### src/rtl/week_bcd_counter.sv
// Week counter: counts carry pulses from the day counter in a DIGITS-wide BCD
// register. It supports preset load, hold, a sticky overflow flag and a
// req/ack snapshot port.
module week_bcd_counter #(
    parameter int unsigned DIGITS = 4
) (
    input  logic                clk,
    input  logic                rst,
    input  logic                carry_in,
    input  logic                clr,
    input  logic                hold,
    input  logic                load,
    input  logic [4*DIGITS-1:0] load_val,
    input  logic                snap_req,
    input  logic                snap_ack,
    output logic [4*DIGITS-1:0] bcd,
    output logic                ovf_pulse,
    output logic                ovf_flag,
    output logic [4*DIGITS-1:0] snap_bcd,
    output logic                snap_valid
);

    localparam int unsigned W = 4 * DIGITS;

    typedef enum logic [0:0] {StIdle, StValid} snap_state_e;

    logic [W-1:0] bcd_q, bcd_d;
    logic         ovf_pulse_q, ovf_pulse_d;
    logic         ovf_flag_q, ovf_flag_d;
    logic [W-1:0] snap_bcd_q;
    logic [W-1:0] inc_val;
    logic         inc_wrap;
    logic [W-1:0] load_clamped;
    logic         snap_capture;
    snap_state_e  state_q, state_d;

    // Ripple +1 through the digits; inc_wrap is set when every digit was 9.
    always_comb begin
        logic [3:0] digit;
        logic       c;
        inc_val = '0;
        c       = 1'b1;
        for (int i = 0; i < DIGITS; i++) begin
            digit = bcd_q[4*i +: 4];
            if (c) begin
                if (digit == 4'd9) begin
                    inc_val[4*i +: 4] = 4'd0;
                end else begin
                    inc_val[4*i +: 4] = digit + 4'd1;
                    c                 = 1'b0;
                end
            end else begin
                inc_val[4*i +: 4] = digit;
            end
        end
        inc_wrap = c;
    end

    // Clamp each preset digit to 9 so the register never holds a non-BCD code.
    always_comb begin
        load_clamped = '0;
        for (int i = 0; i < DIGITS; i++) begin
            load_clamped[4*i +: 4] = (load_val[4*i +: 4] > 4'd9) ? 4'd9 : load_val[4*i +: 4];
        end
    end

    // Count next state: clr > load > increment > keep.
    always_comb begin
        bcd_d       = bcd_q;
        ovf_pulse_d = 1'b0;
        ovf_flag_d  = ovf_flag_q;
        if (clr) begin
            bcd_d      = '0;
            ovf_flag_d = 1'b0;
        end else if (load) begin
            bcd_d = load_clamped;
        end else if (carry_in && !hold) begin
            bcd_d = inc_val;
            if (inc_wrap) begin
                ovf_pulse_d = 1'b1;
                ovf_flag_d  = 1'b1;
            end
        end
    end

    // Count and overflow registers.
    always_ff @(posedge clk) begin
        if (rst) begin
            bcd_q       <= '0;
            ovf_pulse_q <= 1'b0;
            ovf_flag_q  <= 1'b0;
        end else begin
            bcd_q       <= bcd_d;
            ovf_pulse_q <= ovf_pulse_d;
            ovf_flag_q  <= ovf_flag_d;
        end
    end

    // Snapshot state register.
    always_ff @(posedge clk) begin
        if (rst) begin
            state_q <= StIdle;
        end else begin
            state_q <= state_d;
        end
    end

    // Snapshot next state; in VALID an ack wins over a simultaneous request.
    always_comb begin
        state_d = state_q;
        unique case (state_q)
            StIdle:  if (snap_req) state_d = StValid;
            StValid: if (snap_ack) state_d = StIdle;
            default: state_d = StIdle;
        endcase
    end

    // Snapshot outputs: capture strobe and valid decode from the state register.
    always_comb begin
        snap_capture = (state_q == StIdle) && snap_req;
        snap_valid   = (state_q == StValid);
    end

    // Snapshot data captures the pre-update count and holds it otherwise.
    always_ff @(posedge clk) begin
        if (rst) begin
            snap_bcd_q <= '0;
        end else if (snap_capture) begin
            snap_bcd_q <= bcd_q;
        end
    end

    assign bcd       = bcd_q;
    assign ovf_pulse = ovf_pulse_q;
    assign ovf_flag  = ovf_flag_q;
    assign snap_bcd  = snap_bcd_q;

endmodule

### config.mk
export PLATFORM = sky130hd
export DESIGN_NAME = week_bcd_counter
export DESIGN_NICKNAME = d
export VERILOG_FILES = /design/src/rtl/week_bcd_counter.sv
export SDC_FILE = /design/constraint.sdc
export NUM_CORES = 1
export LEC_CHECK = 0
export CAP_MARGIN = 15
export CORE_ASPECT_RATIO = 1.4
export CORE_MARGIN = 5
export CORE_UTILIZATION = 45
export DETAILED_ROUTE_END_ITERATION = 6
export PLACE_DENSITY_LB_ADDON = 0.25
export SKIP_LAST_GASP = 1
export SLEW_MARGIN = 20
export SYNTH_ARGS = -nofsm -noshare
export SYNTH_HDL_FRONTEND = slang
export SYNTH_SLANG_ARGS = --single-unit
### constraint.sdc
create_clock -name clk -period 2 [get_ports clk]
set_input_delay 0.6 -clock clk [delete_from_list [all_inputs] [get_ports clk]]
set_output_delay 0.6 -clock clk [all_outputs]
set_load 0.01 [all_outputs]
== After elaboration in Yosys (flattened, before gate mapping) ==
Index checks and enable logic that the tools add are counted.

* Add/subtract/negate cells: 4
* Magnitude comparators: 4
* Equal/unequal tests: 4
* Muxes and demuxes: 24
* Bitwise operators: 3
* Reduce and logical (&&, ||, !) cells: 13

{| class="wikitable"
|+ Operator list
! cell !! number
|-
| two-way mux 4 bit || 11
|-
| two-way mux 16 bit || 2
|-
| adder 4 x 1 -> 4 bit, second input constant || 4
|-
| == test 4 bit, second input constant || 4
|-
| greater-than comparator 4 bit, second input constant || 4
|-
| two-way mux 1 bit || 10
|-
| nonzero test 2 bit || 4
|-
| AND reduction 2 bit || 3
|-
| OR reduction 4 bit || 1
|-
| NOT 1 bit || 3
|-
| AND reduction 3 bit || 1
|-
| logical AND 1 bit || 2
|-
| case mux 1 bit (2 select lines) || 1
|-
| OR reduction 2 bit || 1
|-
| zero test 1 bit || 1
|}

* Register bits after elaboration: 35
* Input port bits: 24

== Depth between registers and ports, before layout ==
Gate-level depths: netlist of run 1.

* Depth after elaboration: 7
* Gate-level depth with buffers: 6
* Mapped depth without buffers: 4

== Worst setup path before layout of run 1 ==
OpenSTA, ideal clock, no wires.

* Path type: input-to-reg
* From: in rst
* To: reg bcd_q[9], in the netlist bcd[9]
* Data arrival time: 1520 ps
* Required time: 1926 ps
* Path slack: 405 ps
* Cell stages on the path: 6
* Path buffers: 2
* Path through: buf_2 -> or2_2 -> buf_2 -> nor3_1 -> nand2_1 -> o21ai_0

* Cells in the longest elaborated chain, start to end: 1

{| class="wikitable"
|+ Ends and longest elaborated chain
! item !! RTL line !! source
|-
| start, declared || 8 || <nowiki>input logic rst,</nowiki>
|-
| OR reduction 2 bit (no line) || -- ||
|-
| end signal, assigned || 89 || <nowiki>bcd_q <= '0;</nowiki>
|-
| end signal, assigned || 93 || <nowiki>bcd_q <= bcd_d;</nowiki>
|-
| end, declared || 27 || <nowiki>logic [W-1:0] bcd_q, bcd_d;</nowiki>
|}

Every way passes these cells.
A chain may end at the register's enable or synchronous reset.

== Final worst setup path of run 1 ==
* From: reg bcd_q[3], in the netlist bcd[3]
* To: out bcd[3]

{| class="wikitable"
|+ RTL lines
! item !! RTL line !! source
|-
| end, declared || 16 || <nowiki>output logic [4*DIGITS-1:0] bcd,</nowiki>
|}

No word-level cell between the ends.

==> results of run 1 <==
==> where the power goes <==
part | leakage [uW] | switching [uW] | internal, uW
logic | 0.000597 | 102 | 124
clock network | 0.0000612 | 267 | 403
registers | 0.000285 | 21.6 | 715
total | 0.000943 | 391 | 1240
==> what timing repair did <==
item	in CTS	in global routing
setup endpoints to repair	1	3
gates resized for setup	1	3
cloned	0	0
==> kinds of logic after synthesis <==
logic type,count (synthesis)
mux,1
flops,35
xor+xnor,5
compound gates,68
simple gates,82
buf+inv,29
==> layout make-up <==
| cell class | count | area, um^2 |
|---|---|---|
| well taps | 43 | 53.8 |
| clock buffers | 6 | 82.6 |
| inverters | 15 | 56.3 |
| clock inverters | 2 | 35.0 |
| multi-input cells | 156 | 951 |
| repair buffers | 74 | 701 |
| flip-flops and latches | 35 | 704 |
| fillers | 326 | 1300 |
==> metal layers <==
metal | track usage | vias up | wire (um)
li1 | - | 902 | -
met1 | 0.186 | 830 | 1840
met2 | 0.304 | 53 | 2330
met3 | 0.0428 | 10 | 271
met4 | 0.0888 | 0 | 108
met5 | 0 | - | 0
==> state kept, by name, indices dropped and copies added (netlist names) <==
register    count
bcd            16
ovf_flag        1
snap_valid      1
ovf_pulse       1
snap_bcd       16
==> worst paths after layout <==
path                                   start           end  slack, ps
worst max-delay path                  bcd[3]        bcd[3]         40
worst min-delay path            snap_bcd[11]  snap_bcd[11]        450
worst max register to register        bcd[5]       bcd[13]        530
worst min register to register  snap_bcd[11]  snap_bcd[11]        450
==> placed cells by master (no fill, tap or decap), types with 2 or more instances in the layout <==
cell type	instances
a221oi_1	2
a32oi_1	2
o211ai_1	2
nor3b_2	2
o31ai_1	2
clkbuf_8	6
nor2b_1	2
buf_4	16
a31oi_1	2
a21o_1	2
inv_1	15
nor3b_1	2
a21oi_1	25
o21ai_0	16
nor2_1	3
a211oi_1	3
nor3_1	4
clkdlybuf4s50_1	58
dfxtp_2	3
o21a_1	3
nand3b_1	3
nand2b_1	7
xnor2_1	4
dfxtp_1	32
nand2_1	44
nand3_1	2
==> per-stage QoR <==
| step | power, uW | cells |
|---|---|---|
| after detailed placement | 979 | 323 |
| after floorplan | 853 | 220 |
| final | 1630 | 331 |
| after global routing | 1690 | 331 |
| after CTS | 1650 | 331 |
| after global placement | 976 | 323 |
==> flow_summary.yaml, run 1 <==
detailed_routing:
  vias: 1795
  ant_nets: 0
  drc_errors: 0
  firstDrtPassIters: 4
  wl_per_cell_um: 13.7
  drt_wl_total_um: 4550
  first_iter_violations: 83
  routed_via_density: 5.42
global_routing:
  grt_max_degree: 18
  grt_usage: 0.172
  antenna_found_initial: 0
  grt-ovfl-total: 0
  grt_pass1_vias: 1692
  grt_pass1_wl_um: 7450
outcome:
  outcome: "completed"
die:
  initial_utilization: 0.457
  die_x_um: 63.1
  coreArea_um2: 3880
  dieArea_um2: 5320
  rows: 27
  ios: 59
  fp.dieH_um: 84.3
setup_path:
  cp_top_family: "buffers and inverters"
  crit_cells: 1
  cp.arrival_ps: 1360
  worst_setup_path_start_kind: "register"
  cp.required_ps: 1400
  crit_type: "reg -> out"
  r2r_cells: 5
  critPathSlowestCell: "clkdlybuf4s50_1"
  path_buf_inv: 1
  cp_slowest_stage_delay_ps: 590
  path_max_fanout: 7
  crit_path_end_kind: "output port"
  crit_path_cell_trace: "clkdlybuf4s50_1"
cts:
  clk_path_buf_depth: 2
  cts_root_buffer: "clkbuf_8"
  clock_sinks: 35
  cts_inserted_buffers: 5
  tritoncts: "done"
  htreeDepth: 2
  cts_setup_buffers: 0
  clk_pin_slew_ps: 70
  clkLatencyLatePin_ps: 290
  cts_hold_buffers: 0
worst_hold_path:
  hp-class: "reg -> reg"
  min_path_cells: 2
power:
  vdd_drop_max_mv: 0.607
  cellLeakagePower_uw: 0.000943
  pwr_density_cell_nw_per_um2: 632
layout:
  antenna_cells: 0
  drive_gt1_frac: 0.135
  final_cell_area_um2: 2580
  utilization: 0.665
  nets: 311
  areaGrowthSynthToFinish_pct: 45.5
synth:
  synth_compound_area_frac: 0.244
  syn_area_um2: 1780
  yosys.area_share.simple: 0.261
  syn_inst: 220
  synth_flop_cell: "dfxtp_1"
  syn-num-nets: 244
  avgSynthCellArea_um2: 8.07
  synthAdderAreaFrac: 0
  synth_edf_count: 0
  ys_types: 51
  ys_top_cells_by_area: "dfxtp_1, nand2_1, a21oi_1"
  synthArstFlopShare: 0
  synth_commonest_cells: "nand2_1, dfxtp_1, a21oi_1, o21ai_0, inv_1"
  synth.area.mux_share: 0.00564
  ys_ff_latch: 35
  synth_top_area_share: 0.395
  seq_area_frac_synth: 0.395
  synth-xor-area-share: 0.0247
  yosys_warnings: 0
  yosysMostFrequentCell: "nand2_1"
  synth_top_family_by_area: "simple AND/OR/NAND/NOR gates"
  synth_top_area_cell: "dfxtp_1"
placement:
  numPortBuffers: 58
  dpl_cell_area_um2: 2460
  hpwlAfterDp_um: 3470
  place.gp.congestion: 0.843
  dp_slack_ps: -212
timing:
  finalCriticalPeriod_ps: 1960
  skew_ps: 5.09
  rsz0062_at_grt: "false"
  setup_viol: 0
  tightest_slew_ps: 284
  max_slew_margin: 0.808
  whs_ps: 454
  drv_slew: 0
  hold_viol: 0
  fin_ws_ps: 41.7
  post-route-period-util: 0.979
  timing.fmax_mhz: 511
  fin_tns_setup_ps: 0
flow_run:
  maxCapViolCount: 0
No activity file was read; power rests on OpenSTA's default activity.
==> inputs of run 2 (changes only) <==
--- a/config.mk
+++ b/config.mk
@@ -12,7 +12,6 @@
 export DETAILED_ROUTE_END_ITERATION = 6
 export PLACE_DENSITY_LB_ADDON = 0.25
 export SKIP_LAST_GASP = 1
-export SLEW_MARGIN = 20
 export SYNTH_ARGS = -nofsm -noshare
 export SYNTH_HDL_FRONTEND = slang
 export SYNTH_SLANG_ARGS = --single-unit
==> results of run 2 <==
The final DEF is identical to that of run 1; final timing and power are the same.
==> inputs of run 3 (changes only) <==
--- a/config.mk
+++ b/config.mk
@@ -9,6 +9,7 @@
 export CORE_ASPECT_RATIO = 1.4
 export CORE_MARGIN = 5
 export CORE_UTILIZATION = 45
+export CTS_CLUSTER_SIZE = 16
 export DETAILED_ROUTE_END_ITERATION = 6
 export PLACE_DENSITY_LB_ADDON = 0.25
 export SKIP_LAST_GASP = 1
==> results of run 3 <==
The final DEF is identical to that of run 1; final timing and power are the same.
